--- config.mk ---
export PLATFORM = sky130hd
export DESIGN_NAME = tty_hex_rx
export DESIGN_NICKNAME = d
export VERILOG_FILES = /design/src/rtl/tty_hex_rx.sv
export SDC_FILE = /design/constraint.sdc
export NUM_CORES = 1
export LEC_CHECK = 0
export ABC_CLOCK_PERIOD_IN_PS = 3300
export BUFFER_PORTS_ARGS = -buffer_cell sky130_fd_sc_hd__buf_2
export CORE_ASPECT_RATIO = 1.75
export CORE_UTILIZATION = 46
export CTS_CLUSTER_DIAMETER = 200
export CTS_CLUSTER_SIZE = 16
export DETAILED_ROUTE_END_ITERATION = 8
export GPL_ROUTABILITY_DRIVEN = 0
export HOLD_SLACK_MARGIN = 0.03
export PLACE_DENSITY = 0.7
export SYNTH_ARGS = -nofsm -noshare
export SYNTH_HDL_FRONTEND = slang
export SYNTH_SLANG_ARGS = --single-unit
--- constraint.sdc ---
create_clock -name clk -period 3.3 [get_ports clk]
set_clock_uncertainty 0.1 [all_clocks]
set_input_delay 0.66 -clock clk [delete_from_list [all_inputs] [get_ports clk]]
set_output_delay 0.66 -clock clk [all_outputs]
set_load 0.03 [all_outputs]
--- src/rtl/tty_hex_rx.sv ---
// tty_hex_rx: console hex-word decoder.
// Consumes bytes from the UART receiver handshake and parses each line of
// ASCII hex digits into a right-aligned WIDTH-bit word. The word is held on a
// level handshake until the consumer takes it. Malformed lines raise a
// one-cycle err pulse with a sticky err_code, and the rest of the line is
// discarded up to its terminator.
module tty_hex_rx #(
  parameter int WIDTH = 32
) (
  input  logic             clk,
  input  logic             rstb,
  input  logic             ch_valid,
  input  logic [7:0]       ch,
  output logic             ch_take,
  output logic             word_ready,
  input  logic             word_valid,
  output logic [WIDTH-1:0] word,
  output logic             err,
  output logic [1:0]       err_code
);

  localparam int MAXDIG = WIDTH / 4;
  localparam int CNT_W  = $clog2(MAXDIG + 1);

  localparam logic [CNT_W-1:0] CNT_ZERO = CNT_W'(0);
  localparam logic [CNT_W-1:0] CNT_ONE  = CNT_W'(1);
  localparam logic [CNT_W-1:0] CNT_MAX  = CNT_W'(MAXDIG);

  localparam logic [1:0] ERR_NONE     = 2'd0;
  localparam logic [1:0] ERR_BAD_CHAR = 2'd1;
  localparam logic [1:0] ERR_OVERFLOW = 2'd2;

  typedef enum logic [1:0] {
    ST_IDLE   = 2'd0,  // no digits seen on this line yet
    ST_DIGITS = 2'd1,  // at least one digit accumulated
    ST_HOLD   = 2'd2,  // completed word presented to the consumer
    ST_SKIP   = 2'd3   // discarding a malformed line up to its terminator
  } state_t;

  // ---------------------------------------------------------------------
  // Byte classification helpers
  // ---------------------------------------------------------------------

  // True for 0-9, A-F and a-f.
  function automatic logic is_hex_digit(input logic [7:0] c);
    logic hit;
    hit = 1'b0;
    if ((c >= 8'h30) && (c <= 8'h39)) begin
      hit = 1'b1;
    end else if ((c >= 8'h41) && (c <= 8'h46)) begin
      hit = 1'b1;
    end else if ((c >= 8'h61) && (c <= 8'h66)) begin
      hit = 1'b1;
    end else begin
      hit = 1'b0;
    end
    return hit;
  endfunction

  // Nibble value of a hex digit. Letters have low nibble 1..6 in both
  // cases, so adding 9 maps them to 10..15. Non-digits map to 0.
  function automatic logic [3:0] hex_value(input logic [7:0] c);
    logic [3:0] v;
    v = 4'd0;
    if ((c >= 8'h30) && (c <= 8'h39)) begin
      v = c[3:0];
    end else if (((c >= 8'h41) && (c <= 8'h46)) ||
                 ((c >= 8'h61) && (c <= 8'h66))) begin
      v = c[3:0] + 4'd9;
    end else begin
      v = 4'd0;
    end
    return v;
  endfunction

  // Line feed or carriage return ends a line.
  function automatic logic is_terminator(input logic [7:0] c);
    return (c == 8'h0A) || (c == 8'h0D);
  endfunction

  // Underscore is a readability separator inside a number.
  function automatic logic is_separator(input logic [7:0] c);
    return (c == 8'h5F);
  endfunction

  // ---------------------------------------------------------------------
  // State and datapath registers
  // ---------------------------------------------------------------------
  state_t           state_r;
  state_t           state_nxt_s;
  logic [WIDTH-1:0] word_r;
  logic [WIDTH-1:0] word_nxt_s;
  logic [CNT_W-1:0] count_r;
  logic [CNT_W-1:0] count_nxt_s;
  logic             err_r;
  logic             err_nxt_s;
  logic [1:0]       err_code_r;
  logic [1:0]       err_code_nxt_s;

  logic             take_s;
  logic             byte_digit_s;
  logic             byte_term_s;
  logic             byte_sep_s;
  logic [3:0]       byte_val_s;
  logic [WIDTH-1:0] word_shift_s;

  // Bytes are only taken outside HOLD; upstream keeps the byte until then.
  assign ch_take      = (state_r != ST_HOLD);
  assign take_s       = ch_valid && ch_take;

  assign byte_digit_s = is_hex_digit(ch);
  assign byte_term_s  = is_terminator(ch);
  assign byte_sep_s   = is_separator(ch);
  assign byte_val_s   = hex_value(ch);

  // Append one nibble on the right; the top nibble falls off, which only
  // matters once the digit limit is reached and that case is rejected.
  assign word_shift_s = (word_r << 3'd4) | WIDTH'(byte_val_s);

  assign word_ready   = (state_r == ST_HOLD);
  assign word         = word_r;
  assign err          = err_r;
  assign err_code     = err_code_r;

  // Register the FSM state, the word accumulator and the error outputs.
  always_ff @(posedge clk or negedge rstb) begin
    if (!rstb) begin
      state_r    <= ST_IDLE;
      word_r     <= '0;
      count_r    <= CNT_ZERO;
      err_r      <= 1'b0;
      err_code_r <= ERR_NONE;
    end else begin
      state_r    <= state_nxt_s;
      word_r     <= word_nxt_s;
      count_r    <= count_nxt_s;
      err_r      <= err_nxt_s;
      err_code_r <= err_code_nxt_s;
    end
  end

  // Next-state and datapath update for the line parser.
  always_comb begin
    state_nxt_s    = state_r;
    word_nxt_s     = word_r;
    count_nxt_s    = count_r;
    err_nxt_s      = 1'b0;
    err_code_nxt_s = err_code_r;

    case (state_r)
      ST_IDLE: begin
        if (!take_s) begin
          state_nxt_s = ST_IDLE;
        end else if (byte_digit_s) begin
          word_nxt_s  = WIDTH'(byte_val_s);
          count_nxt_s = CNT_ONE;
          state_nxt_s = ST_DIGITS;
        end else if (byte_term_s || byte_sep_s) begin
          // Blank lines, the second half of CRLF and stray separators
          // produce nothing.
          state_nxt_s = ST_IDLE;
        end else begin
          err_nxt_s      = 1'b1;
          err_code_nxt_s = ERR_BAD_CHAR;
          state_nxt_s    = ST_SKIP;
        end
      end

      ST_DIGITS: begin
        if (!take_s) begin
          state_nxt_s = ST_DIGITS;
        end else if (byte_digit_s) begin
          if (count_r < CNT_MAX) begin
            word_nxt_s  = word_shift_s;
            count_nxt_s = count_r + CNT_ONE;
          end else begin
            err_nxt_s      = 1'b1;
            err_code_nxt_s = ERR_OVERFLOW;
            state_nxt_s    = ST_SKIP;
          end
        end else if (byte_sep_s) begin
          state_nxt_s = ST_DIGITS;
        end else if (byte_term_s) begin
          state_nxt_s = ST_HOLD;
        end else begin
          err_nxt_s      = 1'b1;
          err_code_nxt_s = ERR_BAD_CHAR;
          state_nxt_s    = ST_SKIP;
        end
      end

      ST_HOLD: begin
        if (word_valid) begin
          word_nxt_s  = '0;
          count_nxt_s = CNT_ZERO;
          state_nxt_s = ST_IDLE;
        end else begin
          state_nxt_s = ST_HOLD;
        end
      end

      ST_SKIP: begin
        if (take_s && byte_term_s) begin
          word_nxt_s  = '0;
          count_nxt_s = CNT_ZERO;
          state_nxt_s = ST_IDLE;
        end else begin
          state_nxt_s = ST_SKIP;
        end
      end

      default: begin
        word_nxt_s  = '0;
        count_nxt_s = CNT_ZERO;
        state_nxt_s = ST_IDLE;
      end
    endcase
  end

endmodule
; ---- Yosys cells after proc, flatten, opt, wreduce, memory -nomap -nowiden
; Cells that the tools add are included.
[classes]
add_sub_neg = 2
n_mul = 0
div_mod_pow = 0
n_lt_le_gt_ge = 7
eq_ne = 20
n_shift = 0
muxes = 50
bitwise_logic = 1
reduce_logical = 12
[op_table]
columns = op, count
row1 = $mux W32, 7
row2 = $pmux W32 S4, 1
row3 = $mux W4, 9
row4 = $mux W2, 17
row5 = $or A32 B4 Y32, 1
row6 = $ne A2 B2 Y1 const B, 9
row7 = $eq A8 B4 Y1 const B, 2
row8 = $ge A8 B7 Y1 const B, 2
row9 = $le A8 B7 Y1 const B, 2
row10 = $pmux W4 S4, 1
row11 = $mux W1, 12
row12 = $ne A3 B3 Y1 const B, 3
row13 = $eq A8 B7 Y1 const B, 1
row14 = $ge A8 B6 Y1 const B, 1
row15 = $le A8 B6 Y1 const B, 1
row16 = $pmux W2 S4, 1
row17 = $reduce_and A8 Y1, 1
row18 = $reduce_and A7 Y1, 1
row19 = $logic_and A1 B1 Y1, 5
row20 = $add A4 B1 Y4 const B, 1
row21 = $add A4 B4 Y4 const B, 1
row22 = $eq A2 B2 Y1 const B, 2
row23 = $lt A4 B4 Y1 const B, 1
row24 = $ne A4 B4 Y1 const B, 1
row25 = other kinds (7), 9
[totals]
reg_bits = 41
latchBits = 0
ram_bits = 0
romBits = 0
in_bits = 12
output_inout_bits = 37
wordCells = 97
memories = 0

; ---- Longest topological paths before layout
[depth]
depth_word = 10
ltp_mapped = 8
mapped_depth_nobuf = 7

; ---- Worst setup path before layout
; OpenSTA, ideal clock, no wires.
[synth_timing]
path_kind = input to register
from = in ch[7]
to = reg word_r[3], in the netlist word[3]
setup_ns = 0.104
arrival_ns = 2.273
t_required_ns = 3.096
setup_slack_ns = 0.823
stages = 5
path_buffers = 0
path_cell_list = or4b_4 -> nor4b_4 -> a31oi_2 -> or4_1 -> o311ai_1
[synth_via]
elab_chain_cells = 10
word_cells_on_any_way = 30
cone_classes = order compare: 6 / eq/ne: 5 / mux: 11 / bitwise: 1 / reduce/logical: 7
[synth_lines]
columns = element, line
row1 = start: declaration, 13  ; input logic [7:0] ch,
row2 = $ge A8 B7 Y1 (tied with other cells), "50, 67"
row3 = "$logic_and A1 B1 Y1, on equally long branches", n/a
row4 = $logic_or A1 B1 Y1, 67  ; end else if (((c >= 8'h41) && (c <= 8'h46)) ||
row5 = $mux W4, 67
row6 = $mux W4, 65  ; if ((c >= 8'h30) && (c <= 8'h39)) begin
row7 = $or A32 B4 Y32, 118  ; assign word_shift_s = (word_r << 3'd4) | WIDTH'(byte_val_s);
row8 = $mux W32, 173  ; if (count_r < CNT_MAX) begin
row9 = $mux W32, 172  ; end else if (byte_digit_s) begin
row10 = $mux W32, 170  ; if (!take_s) begin
row11 = $pmux W32 S4, 150  ; case (state_r)
row12 = end signal: assignment, 135  ; word_r <= word_nxt_s;
row13 = end: declaration, 91  ; logic [WIDTH-1:0] word_r;
; Parallel ways exist; a longest one is shown, timed or not. The select of a mux whose other input is x is not followed.
; A chain may end at the register's enable or synchronous reset.

; ---- Worst setup path after layout
[layout_timing]
from = in ch[7]
to = reg word_r[29], in the netlist word[29]
[layout_via]
elab_chain_cells = 7
word_cells_on_any_way = 20
cone_classes = order compare: 6 / eq/ne: 5 / mux: 3 / reduce/logical: 6
[layout_lines]
columns = element, line
row1 = $ge A8 B7 Y1 / $le A8 B7 Y1 (equally long branches), 52  ; end else if ((c >= 8'h61) && (c <= 8'h66)) begin
row2 = $logic_and A1 B1 Y1, 52
row3 = $mux W1, 52
row4 = $mux W1, 50  ; end else if ((c >= 8'h41) && (c <= 8'h46)) begin
row5 = $mux W1, 48  ; if ((c >= 8'h30) && (c <= 8'h39)) begin
row6 = $ne A2 B2 Y1 (no source line), n/a
row7 = $reduce_and A7 Y1 (no source line) (*), n/a
; Mark *: on every way between the ends. The rest lies on a longest branch, timed or not.

==> out/results.tsv <==
metric	value	unit
status	complete, no violations	
synthXorXnorAreaFrac	0.406	%
synth_warnings	0	
max_clock_freq	388	MHz
antenna_found_initial	0	
slew_headroom	39.9	%
drv_slew	0	
clk_pin_slew	0.08	ns
synthesis.area	2160	um^2
cts_tree	yes	
cts_buffers	5	
fin_area	2580	um^2
synth_edf_count	0	
detail_route.wl_per_cell	14.1	um
die_h	92.6	um
area_growth	19.4	%
layout-drive-gt1-share	25.8	%
vdd.ir_drop.worst	0.386	mV
grt-busiest-layer	met2	
async_reset_ff_share	100	%
critPathCaptureType	flop	
use_met1	24.9	%
drt-total-wl	4.58	mm
synth_ff_type	dfrtp_1	
path_max_fanout	23	
grt_pass1_vias	1687	
cp.required	3.41	ns
maxCapViolations	0	
p_leak	1.20	nW
io_buffer_count	48	
row_count	32	
dpl.hpwl	3.29	mm
io_pins	49	
arrival	2.69	ns
tightest_slew	0.902	ns
yosysMostFrequentCell	dfrtp_1	
via_per_inst	5.63	
htreeDepth	2	
grt_use_total	20.9	%
synth_compound_area_share	24.2	%
yosys_register_bits	41	
ctsHoldBuffers	0	
rsz0062_at_grt	false	
finalPower	1.78	mW
synth_seq_area_share	47.5	%
grt_pass1_wl	7.70	mm
yosys-top-cells-area	dfrtp_1 (48%), o31ai_1 (9.4%), o21ai_0 (6.7%)	
power.density	691	nW/um^2
dieArea	4980	um^2
grt-ovfl-total	0	
setup_violations	0	
post-place-ws	0.424	ns
dr.pass1.iters	5	
avgSynthCellArea	9.39	um^2
grt_use_met3	3.78	%
synth_commonest_cells	dfrtp_1 (41), nand2_1 (33), o21ai_0 (29)	
clock_sinks	41	
fin_hold_ws	0.387	ns
hold_path_class	primary input to asynchronous set/reset pin	
dr_total_vias	1837	
start_util	48.6	%
core_area	4440	um^2
cts_resized	0	
yosys.area_share.simple	15.8	%
fin_setup_tns	0	ns
drt_iter0_markers	39	
insertion_delay	0.29	ns
cts_setup_buffers	0	
synthMuxAreaShare	3.77	%
fin_crit	2.57	ns
synth.largest_area_cell	dfrtp_1	
die_w	53.8	um
clk_path_buf_depth	2	
fin_ws	0.725	ns
post-route-drc-count	0	
diodes	0	
synth_fa_ha_area_share	2.90	%
hold_viol	0	
root_buffer	clkbuf_8	
path_class	primary input to flop	
antenna_left	0	
grtUsageMet2	35.3	%
yosysTopAreaCellShare	47.5	%
cp-start-kind	primary input	
synth_top_family_by_area	compound AO/OA/AOI/OAI gates	
fin_nets	291	
place_area	2460	um^2
synth_fp_nets	247	
netlist_instances	230	
grt_max_degree	42	
min_period_over_period	78.0	%
ys_types	40	
## cell type report
cell class	instances	area [um^2]
Fill cell	426	1870
Timing Repair Buffer	54	285
Multi-Input combinational cell	158	1030
Tap cell	51	63.8
Clock inverter	1	30.0
Sequential cell	41	1030
Inverter	14	52.6
Clock buffer	7	86.3
## worst max-delay path: stages
cell and delay [ns]:
buf_2 0.12, or4b_4 0.55, nor4b_4 0.37, a31oi_4 0.28, nor2_1 0.45, mux2i_1 0.25
## power by group
| part | total [mW] | leakage (nW) | internal, mW | switching (mW) |
|---|---|---|---|---|
| Sequential | 0.697 | 0.544 | 0.598 | 0.0987 |
| Combinational | 0.669 | 0.599 | 0.210 | 0.459 |
| Clock | 0.416 | 0.0585 | 0.247 | 0.170 |
| Total | 1.78 | 1.20 | 1.05 | 0.727 |
## metal layers
layer  up-vias  wire length [um]
met5         -                 0
met4         0                77
met3         6               154
met2        41              2420
met1       875              1940
li1        915                 -
## sequential cells by signal (all words and copies together), names as in the netlist
signal    count
count_r       4
err           1
state_r       2
word         32
err_code      2
## path summary, 6_finish.rpt
| check | start | end | slack, ns | depth (start not counted) |
|---|---|---|---|---|
| worst max-delay path | ch[7] | word[29]$_DFFE_PN0P_ | 0.73 | 6 |
| worst min-delay path | rstb | word[31]$_DFFE_PN0P_ | 0.39 | 1 |
| worst max register to register | state_r[1]$_DFFE_PN0P_ | word[13]$_DFFE_PN0P_ | 0.91 | 6 |
| worst min register to register | err_code[1]$_DFFE_PN0P_ | err_code[1]$_DFFE_PN0P_ | 0.39 | 1 |
| max in group asynchronous | rstb | word[6]$_DFFE_PN0P_ | 2.14 | 1 |
| min in group clk | err_code[1]$_DFFE_PN0P_ | err_code[1]$_DFFE_PN0P_ | 0.39 | 1 |
## per-stage QoR
stage               instances  util, %
detailed placement        318     55.4
global route              326     58.0
floorplan                 230        -
finish                    326     58.0
CTS                       326     58.0
global placement          318     55.4
## cell usage in the layout (no fill, tap or decap), types with 2 or more instances in the layout
cell type / Yosys / routed
buf_2: 0 / 48
dfrtp_1: 41 / 41
nand2_1: 33 / 33
o21ai_0: 29 / 29
o31ai_1: 27 / 27
inv_1: 14 / 14
mux2i_1: 7 / 7
o22ai_1: 6 / 6
clkbuf_8: 0 / 6
buf_4: 0 / 6
nand2b_1: 5 / 5
nor2_1: 5 / 5
ha_1: 5 / 5
nor3_1: 5 / 4
a21oi_1: 3 / 3
a31oi_1: 3 / 3
nand3_1: 2 / 2
or2_2: 2 / 2
a211oi_1: 2 / 2
## kinds of logic (layout without fill, tap and decap cells)
family          after synthesis  in the layout
simple gates                 64             64
buf+inv                      31             76
xor+xnor                      1              1
fa+ha+maj                     5              5
mux                           8              8
compound gates               80             80
flops                        41             41
Power figures use the tool's default switching activity.
